===== src/rtl/ps2_pkg.sv =====
// ps2_pkg: constants, the frame FSM state encoding and small helpers
// shared by the PS/2 key event receiver and its event FIFO.
//   PS2_EXT_CODE / PS2_BRK_CODE : prefix bytes folded into the next event
//   PS2_DATA_BITS               : data bits per device-to-host frame
//   EVT_W                       : packed event width, {ext, brk, scan[7:0]}
package ps2_pkg;

  localparam logic [7:0] PS2_EXT_CODE  = 8'hE0;
  localparam logic [7:0] PS2_BRK_CODE  = 8'hF0;
  localparam int         PS2_DATA_BITS = 8;
  localparam int         EVT_W         = 10;

  typedef enum logic [1:0] {
    IDLE   = 2'd0,
    DATA   = 2'd1,
    PARITY = 2'd2,
    STOP   = 2'd3
  } ps2_state_t;

  // Odd parity holds when the data bits plus the parity bit carry an odd
  // number of ones.
  function automatic logic odd_parity_ok(input logic [7:0] data, input logic par);
    return ^{data, par};
  endfunction

  function automatic logic [EVT_W-1:0] pack_evt(input logic ext, input logic brk,
                                                input logic [7:0] scan);
    return {ext, brk, scan};
  endfunction

endpackage


===== src/rtl/ps2_evt_fifo.sv =====
// ps2_evt_fifo: W x DEPTH synchronous event FIFO (DEPTH a power of 2, >= 2).
// Pointers wrap naturally at DEPTH; storage is not reset, only the
// pointers and the occupancy count are.
// Ports:
//   clk100, reset : clock, asynchronous active-high reset
//   i_push, i_din : write request and data; ignored while full unless a
//                   pop happens in the same cycle
//   i_pop         : read request; ignored while empty
//   o_dout        : head entry
//   o_full, o_empty, o_count : occupancy status
module ps2_evt_fifo import ps2_pkg::*; #(
  parameter int W     = EVT_W,
  parameter int DEPTH = 4
) (
  input  logic                     clk100,
  input  logic                     reset,
  input  logic                     i_push,
  input  logic [W-1:0]             i_din,
  input  logic                     i_pop,
  output logic [W-1:0]             o_dout,
  output logic                     o_full,
  output logic                     o_empty,
  output logic [$clog2(DEPTH):0]   o_count
);

  localparam int AW = $clog2(DEPTH);
  localparam int CW = AW + 1;

  logic [W-1:0]  r_mem [DEPTH];
  logic [AW-1:0] r_wr;
  logic [AW-1:0] r_rd;
  logic [CW-1:0] r_count;
  logic          w_do_pop;
  logic          w_do_push;

  assign o_full    = (r_count == CW'(DEPTH));
  assign o_empty   = (r_count == '0);
  assign o_count   = r_count;
  assign o_dout    = r_mem[r_rd];
  assign w_do_pop  = i_pop & ~o_empty;
  // A pop in the same cycle frees the slot, so a full FIFO still accepts.
  assign w_do_push = i_push & (~o_full | w_do_pop);

  always_ff @(posedge clk100 or posedge reset) begin
    if (reset) begin
      r_wr    <= '0;
      r_rd    <= '0;
      r_count <= '0;
    end else begin
      if (w_do_push) r_wr <= r_wr + AW'(1);
      if (w_do_pop)  r_rd <= r_rd + AW'(1);
      case ({w_do_push, w_do_pop})
        2'b10:   r_count <= r_count + CW'(1);
        2'b01:   r_count <= r_count - CW'(1);
        default: r_count <= r_count;
      endcase
    end
  end

  always_ff @(posedge clk100) begin
    if (w_do_push) r_mem[r_wr] <= i_din;
  end

endmodule


===== src/rtl/ps2_key_event_rx.sv =====
// ps2_key_event_rx: PS/2 keyboard receiver producing decoded key events.
// Synchronizes and glitch-filters ps2clk, frames 11-bit device-to-host
// words, checks start/odd-parity/stop, folds E0/F0 prefixes into one event
// and queues events in ps2_evt_fifo behind a valid/ready handshake.
// Optional build macro: PS2_TYPEMATIC_FILTER_EN suppresses auto-repeated
// make events that match the last make seen.
// Ports:
//   clk100, reset           : 100 MHz clock, asynchronous active-high reset
//   ps2clk, ps2data         : raw asynchronous PS/2 pins
//   evt_scan/break/ext      : head event fields (0 while no event is held)
//   evt_valid, evt_ready    : FIFO handshake, pop when both are 1
//   frame_err               : 1-cycle pulse, bad start/parity/stop or timeout
//   overflow                : 1-cycle pulse, event dropped on a full FIFO
module ps2_key_event_rx import ps2_pkg::*; #(
  parameter int FILTER_LEN     = 8,
  parameter int TIMEOUT_CYCLES = 200000,
  parameter int FIFO_DEPTH     = 4
) (
  input  logic       clk100,
  input  logic       reset,
  input  logic       ps2clk,
  input  logic       ps2data,
  output logic [7:0] evt_scan,
  output logic       evt_break,
  output logic       evt_ext,
  output logic       evt_valid,
  input  logic       evt_ready,
  output logic       frame_err,
  output logic       overflow
);

  localparam int FW = $clog2(FILTER_LEN + 1);
  localparam int TW = $clog2(TIMEOUT_CYCLES + 1);
  localparam int CW = $clog2(FIFO_DEPTH) + 1;

  logic             r_clk_s1, r_clk_s2, r_dat_s1, r_dat_s2;
  logic [FW-1:0]    r_fcnt;
  logic             r_filt;
  logic             w_fstep, w_fflip, w_fall, w_bit;
  logic [TW-1:0]    r_tocnt;
  logic             w_timeout;
  ps2_state_t       r_state, w_state_nxt;
  logic [2:0]       r_bitcnt, w_bitcnt_nxt;
  logic [7:0]       r_shift, w_shift_nxt;
  logic             r_par, w_par_nxt;
  logic             w_err, w_done, w_flag_clr;
  logic             r_frame_err;
  logic             r_byte_vld;
  logic [7:0]       r_byte;
  logic             r_ext_flag, r_brk_flag;
  logic             w_is_ext, w_is_brk, w_evt_cand, w_suppress, w_push, w_pop;
  logic [EVT_W-1:0] w_evt, w_head;
  logic             w_full, w_empty;
  logic [CW-1:0]    w_count;

  // Stage: two-flop synchronizers; idle PS/2 lines are high.
  always_ff @(posedge clk100 or posedge reset) begin
    if (reset) begin
      r_clk_s1 <= 1'b1;
      r_clk_s2 <= 1'b1;
      r_dat_s1 <= 1'b1;
      r_dat_s2 <= 1'b1;
    end else begin
      r_clk_s1 <= ps2clk;
      r_clk_s2 <= r_clk_s1;
      r_dat_s1 <= ps2data;
      r_dat_s2 <= r_dat_s1;
    end
  end

  // Stage: glitch filter. The run counter only advances while the
  // synchronized clock disagrees with the filtered level; any agreeing
  // sample restarts the run.
  assign w_fstep = (r_clk_s2 != r_filt);
  assign w_fflip = w_fstep && (r_fcnt == FW'(FILTER_LEN - 1));
  assign w_fall  = w_fflip && r_filt;
  assign w_bit   = r_dat_s2;

  always_ff @(posedge clk100 or posedge reset) begin
    if (reset) begin
      r_fcnt <= '0;
      r_filt <= 1'b1;
    end else if (!w_fstep) begin
      r_fcnt <= '0;
    end else if (w_fflip) begin
      r_fcnt <= '0;
      r_filt <= r_clk_s2;
    end else begin
      r_fcnt <= r_fcnt + FW'(1);
    end
  end

  // Stage: frame timeout. A fall edge in the expiring cycle takes priority.
  assign w_timeout = (r_state != IDLE) && !w_fall &&
                     (r_tocnt == TW'(TIMEOUT_CYCLES - 1));

  always_ff @(posedge clk100 or posedge reset) begin
    if (reset)                             r_tocnt <= '0;
    else if (r_state == IDLE || w_fall)    r_tocnt <= '0;
    else if (!w_timeout)                   r_tocnt <= r_tocnt + TW'(1);
  end

  // Stage: frame FSM.
  always_comb begin
    w_state_nxt  = r_state;
    w_bitcnt_nxt = r_bitcnt;
    w_shift_nxt  = r_shift;
    w_par_nxt    = r_par;
    w_err        = 1'b0;
    w_done       = 1'b0;
    w_flag_clr   = 1'b0;
    case (r_state)
      IDLE: begin
        if (w_fall) begin
          if (!w_bit) begin
            w_state_nxt  = DATA;
            w_bitcnt_nxt = '0;
          end else begin
            w_err = 1'b1;
          end
        end
      end
      DATA: begin
        if (w_fall) begin
          w_shift_nxt = {w_bit, r_shift[7:1]};
          if (r_bitcnt == 3'(PS2_DATA_BITS - 1)) w_state_nxt = PARITY;
          else                                   w_bitcnt_nxt = r_bitcnt + 3'd1;
        end
      end
      PARITY: begin
        if (w_fall) begin
          w_par_nxt   = w_bit;
          w_state_nxt = STOP;
        end
      end
      STOP: begin
        if (w_fall) begin
          w_state_nxt = IDLE;
          if (w_bit && odd_parity_ok(r_shift, r_par)) begin
            w_done = 1'b1;
          end else begin
            w_err      = 1'b1;
            w_flag_clr = 1'b1;
          end
        end
      end
      default: w_state_nxt = IDLE;
    endcase
    if (w_timeout) begin
      w_state_nxt = IDLE;
      w_err       = 1'b1;
      w_flag_clr  = 1'b1;
    end
  end

  always_ff @(posedge clk100 or posedge reset) begin
    if (reset) begin
      r_state     <= IDLE;
      r_bitcnt    <= '0;
      r_frame_err <= 1'b0;
      r_byte_vld  <= 1'b0;
    end else begin
      r_state     <= w_state_nxt;
      r_bitcnt    <= w_bitcnt_nxt;
      r_frame_err <= w_err;
      r_byte_vld  <= w_done;
    end
  end

  always_ff @(posedge clk100) begin
    r_shift <= w_shift_nxt;
    r_par   <= w_par_nxt;
    if (w_done) r_byte <= r_shift;
  end

  // Stage: prefix folding, one cycle after the byte completes.
  assign w_is_ext   = (r_byte == PS2_EXT_CODE);
  assign w_is_brk   = (r_byte == PS2_BRK_CODE);
  assign w_evt_cand = r_byte_vld && !w_is_ext && !w_is_brk;
  assign w_evt      = pack_evt(r_ext_flag, r_brk_flag, r_byte);

  always_ff @(posedge clk100 or posedge reset) begin
    if (reset) begin
      r_ext_flag <= 1'b0;
      r_brk_flag <= 1'b0;
    end else if (w_flag_clr) begin
      r_ext_flag <= 1'b0;
      r_brk_flag <= 1'b0;
    end else if (r_byte_vld) begin
      if (w_is_ext) begin
        r_ext_flag <= 1'b1;
      end else if (w_is_brk) begin
        r_brk_flag <= 1'b1;
      end else begin
        r_ext_flag <= 1'b0;
        r_brk_flag <= 1'b0;
      end
    end
  end

`ifdef PS2_TYPEMATIC_FILTER_EN
  logic       r_last_vld, r_last_ext;
  logic [7:0] r_last_scan;
  logic       w_match;

  assign w_match    = r_last_vld && (r_last_ext == r_ext_flag) && (r_last_scan == r_byte);
  assign w_suppress = w_evt_cand && !r_brk_flag && w_match;

  always_ff @(posedge clk100 or posedge reset) begin
    if (reset) begin
      r_last_vld  <= 1'b0;
      r_last_ext  <= 1'b0;
      r_last_scan <= '0;
    end else if (w_evt_cand) begin
      if (r_brk_flag) begin
        if (w_match) r_last_vld <= 1'b0;
      end else if (!w_match) begin
        r_last_vld  <= 1'b1;
        r_last_ext  <= r_ext_flag;
        r_last_scan <= r_byte;
      end
    end
  end
`else
  assign w_suppress = 1'b0;
`endif

  assign w_push = w_evt_cand && !w_suppress;

  // Stage: event FIFO and handshake.
  assign evt_valid = (w_count != '0);
  assign w_pop     = evt_valid && evt_ready;
  assign overflow  = w_push && w_full && !w_pop;
  assign frame_err = r_frame_err;
  assign evt_scan  = w_empty ? 8'h00 : w_head[7:0];
  assign evt_break = w_empty ? 1'b0  : w_head[8];
  assign evt_ext   = w_empty ? 1'b0  : w_head[9];

  ps2_evt_fifo #(
    .W     (EVT_W),
    .DEPTH (FIFO_DEPTH)
  ) u_fifo (
    .clk100  (clk100),
    .reset   (reset),
    .i_push  (w_push),
    .i_din   (w_evt),
    .i_pop   (w_pop),
    .o_dout  (w_head),
    .o_full  (w_full),
    .o_empty (w_empty),
    .o_count (w_count)
  );

endmodule


===== config.mk =====
export PLATFORM = sky130hd
export DESIGN_NAME = ps2_key_event_rx
export DESIGN_NICKNAME = d
export VERILOG_FILES = /design/src/rtl/ps2_pkg.sv /design/src/rtl/ps2_evt_fifo.sv /design/src/rtl/ps2_key_event_rx.sv
export SDC_FILE = /design/constraint.sdc
export NUM_CORES = 1
export LEC_CHECK = 0
export BUFFER_PORTS_ARGS = -buffer_cell sky130_fd_sc_hd__buf_2
export CORE_MARGIN = 2
export CORE_UTILIZATION = 35
export CTS_CLUSTER_DIAMETER = 50
export DETAILED_ROUTE_END_ITERATION = 7
export GPL_TIMING_DRIVEN = 0
export PLACE_DENSITY = 0.6
export SYNTH_ARGS = -nofsm -noshare
export SYNTH_HDL_FRONTEND = slang
export SYNTH_SLANG_ARGS = --single-unit

===== constraint.sdc =====
create_clock -name clk100 -period 2.42 [get_ports clk100]
set_input_delay 0.242 -clock clk100 [delete_from_list [all_inputs] [get_ports clk100]]
set_output_delay 0.242 -clock clk100 [all_outputs]
set_load 0.02 [all_outputs]

==> flow_metrics.py <==
metrics = {
    "run_status": {
        "status": "finished clean",
    },
    "layout": {
        "antenna_cells": 0,
        "syn2layout_area_growth_pct": 15.43,
        "drive_above_1_share_pct": 17.75,
        "utilization_pct": 40.84,
        "finalInstanceArea_um2": 5091,
        "num-nets-final": 369,
    },
    "logic_synthesis": {
        "syn_inst": 318,
        "async_flop_share_pct": 43.00,
        "synth_warnings": 0,
        "syn-mean-instance-area_um2": 13.87,
        "synth.distinct_cells": 51,
        "synth-main-ff-cell": "edfxtp_1",
        "ys_seq_area_share_pct": 63.35,
        "synth_fp_nets": 337,
        "ys_ff_latch": 100,
        "synth-edff-count": 57,
        "syn_area_um2": 4410,
    },
    "die": {
        "start_util_pct": 35.38,
        "ios": 18,
        "die_h_um": 116.3,
        "fp.dieW_um": 116.3,
        "dieArea_um2": 13520,
        "rows": 41,
        "fp.coreArea_um2": 12470,
    },
    "route": {
        "drtIter0Drc": 165,
        "via_per_inst": 4.757,
        "wl_um": 7243,
        "wl_per_cell_um": 13.74,
        "ant_nets": 0,
        "drc": 0,
        "drt_pass1_iterations": 4,
        "vias": 2507,
    },
    "timing": {
        "rsz0062_at_grt": "false",
        "setup_viol": 0,
        "fmax_mhz": 442.6,
        "finalHoldViolCount": 0,
        "hold-worst-slack_ps": 315.3,
        "fin_crit_ps": 2259,
        "relSlewSlack_pct": 55.14,
        "slew_violations": 0,
        "post-route-period-util_pct": 93.35,
        "tightest_slew_ps": 670.5,
        "setup_ws_ps": 160.8,
        "fin_setup_tns_ps": 0,
        "finalClockSkew_ps": 7.894,
    },
    "job": {
        "maxCapViolations": 0,
    },
    "clock_tree": {
        "cts_buffer_depth": 2,
        "cts_made_buffers": 9,
        "clk_root_buffer_cell": "clkbuf_16",
        "clock_latency_ps": 350,
        "cts_tree": "done",
        "cts.sinks": 100,
        "clk_pin_slew_ps": 70,
        "htree_levels": 3,
    },
    "global_route": {
        "grt.overflow.total": 0,
        "grtUsageTotal_pct": 11.91,
        "grt_pass1_vias": 2525,
        "antenna_found_initial": 0,
        "grt_max_degree": 29,
        "grt_pass1_wl_um": 12470,
    },
    "worst_setup_path": {
        "cpPeakStageDelay_ps": 570,
        "critPathMaxFanout": 8,
        "rr_worst_depth": 5,
        "worstPathBufferInverterCount": 0,
        "path_depth": 5,
        "startpoint_type": "register",
        "end_kind": "register",
        "worstPathArrival_ps": 2490,
        "path_cells": "or4_4 > nor4_4 > and3b_4 > o21ai_1 > a32o_1",
        "critPathRequiredTime_ps": 2650,
        "critPathTopFamily": "simple AND/OR/NAND/NOR gates",
        "reg2reg_slack_ps": 160,
        "path_class": "reg -> reg",
        "slowest_stage": "or4_4",
    },
    "pwr": {
        "p_leak_nw": 1.972,
        "sw_frac_of_total_pct": 30.79,
        "p_comb_share_pct": 26.1,
        "intPower_w": 0.003275,
        "p_clk_share_pct": 31.0,
        "p_sw_w": 0.001457,
        "power_per_cell_area_nw_per_um2": 929.6,
        "pwr-share-seq_pct": 42.9,
        "ir_drop_mv": 0.5829,
    },
    "place": {
        "place_ws_ps": -370.9,
        "gp_congestion": 0.7609,
        "portBuffers": 17,
        "dp_hpwl_um": 4957,
        "dpl_cell_area_um2": 4731,
    },
    "worst_hold_path": {
        "whs_path_depth": 3,
        "hold_path.class": "in -> reg",
    },
}
[power by group through the flow]
stage          clock network, W  logic, W  registers (W)
2_1_floorplan                 0  0.000959        0.00203
3_3_place_gp                  0   0.00123        0.00206
3_5_place_dp                  0   0.00126        0.00206
4_1_cts                 0.00152   0.00127        0.00203
5_1_grt                 0.00158   0.00139        0.00205
6_report                0.00147   0.00123        0.00203
[metrics by stage]
step / cells / power [W]
after global routing: 527 / 0.005027
after detailed placement: 508 / 0.003320
after floorplan: 318 / 0.002992
after global placement: 507 / 0.003282
final: 527 / 0.004732
after CTS: 527 / 0.004817
[area by class of cell]
cell class	instances	area [um2]
well taps	172	215.2
clock inverters	7	82.58
fillers	1166	7375
plain buffers	7	30.03
flip-flops and latches	100	2794
repair buffers	22	142.6
clock buffers	9	225.2
multi-input cells	198	1556
inverters	12	45.04
[per-layer routing]
metal	up-vias	routed length, um	GRT usage (%)
met3	11	236	3.529
met2	34	3582	19.65
met4	0	107	4.286
met1	1227	3315	14.97
li1	1235	-	-
met5	-	0	0
[what timing repair did]
action | 4_1_cts | 5_1_grt
pin swaps | 0 | 1
buffers inserted | 0 | 1
gates resized for setup | 2 | 0
hold endpoints to repair | 17 | 0
hold buffers | 3 | 0
endpoints found under the setup margin | 3 | 8
[worst reg2reg max path: cells and delay by family (launching register included)]
kind / cells / cell delay (ps)
and+or+nand+nor: 3 / 1370
DFF: 1 / 440
AOI/OAI and AO/OA: 2 / 330
[synth_stat cells (2+ instances only)]
cell       count  area (um2)
edfxtp_1      57        1712
dfrtp_1       38       950.9
nor2_1        24       90.09
xnor2_1       18       157.7
and2_1        13       81.33
ha_1          13       162.7
nand2_1       13       48.80
nand3_1       13       65.06
a21oi_1       12       60.06
inv_1         12       45.04
and3_1        11       68.82
mux4_2        10       225.2
nor3_1         9       45.04
o21ai_0        6       30.03
xor2_1         6       52.55
clkbuf_1       5       18.77
dfstp_2        5       131.4
or3_1          4       25.02
buf_2          3       15.01
nor4_1         3       18.77
a2111oi_0      2       17.52
a211oi_1       2       15.01
a21o_1         2       15.01
a22oi_1        2       15.01
a32o_1         2       20.02
and2_0         2       12.51
mux2i_1        2       20.02
nand4_1        2       12.51
nor2b_1        2       12.51
o2bb2ai_1      2       17.52
or2_2          2       12.51
xnor3_1        2       45.04
[sequential cells by signal, indices dropped and copies added (netlist names), 2 cells and up]
signal          count
u_fifo.r_rd         2
r_tocnt            18
u_fifo.r_wr         2
r_bitcnt            3
r_byte              8
u_fifo.r_mem       40
r_fcnt              4
r_state             2
u_fifo.o_count      3
r_shift             8
[kinds of logic after synthesis]
| kind of cell | Yosys count | share of synthesized area, % |
|---|---|---|
| AOI/OAI and AO/OA | 38 | 5.787 |
| xor gates and xnor gates | 26 | 5.787 |
| adders and majority gates | 14 | 4.142 |
| buffers and inverters | 20 | 1.787 |
| DFF | 100 | 63.35 |
| muxes | 13 | 5.816 |
| and+or+nand+nor | 107 | 13.33 |
[final timing paths]
path / start / endpoint
setup / recovery: r_tocnt[13] / r_state[1]
hold / removal: evt_ready / u_fifo.o_count[0]
setup reg to reg: r_tocnt[13] / r_state[1]
hold reg to reg: r_clk_s1 / r_clk_s2
max in group asynchronous: reset / r_dat_s2
min in group asynchronous: reset / r_tocnt[10]
[placed cells by master (no fill, tap or decap), types with 9 or more instances in the layout]
cell type  count
dfrtp_1       38
nand3_1       13
nor3_1         9
clkbuf_16      9
inv_1         11
xnor2_1       18
edfxtp_1      57
buf_2         20
nand2_1       13
and2_1        13
ha_1          13
nor2_1        24
mux4_2        10
and3_1        11
a21oi_1       12
No activity file was read; power rests on OpenSTA's default activity.
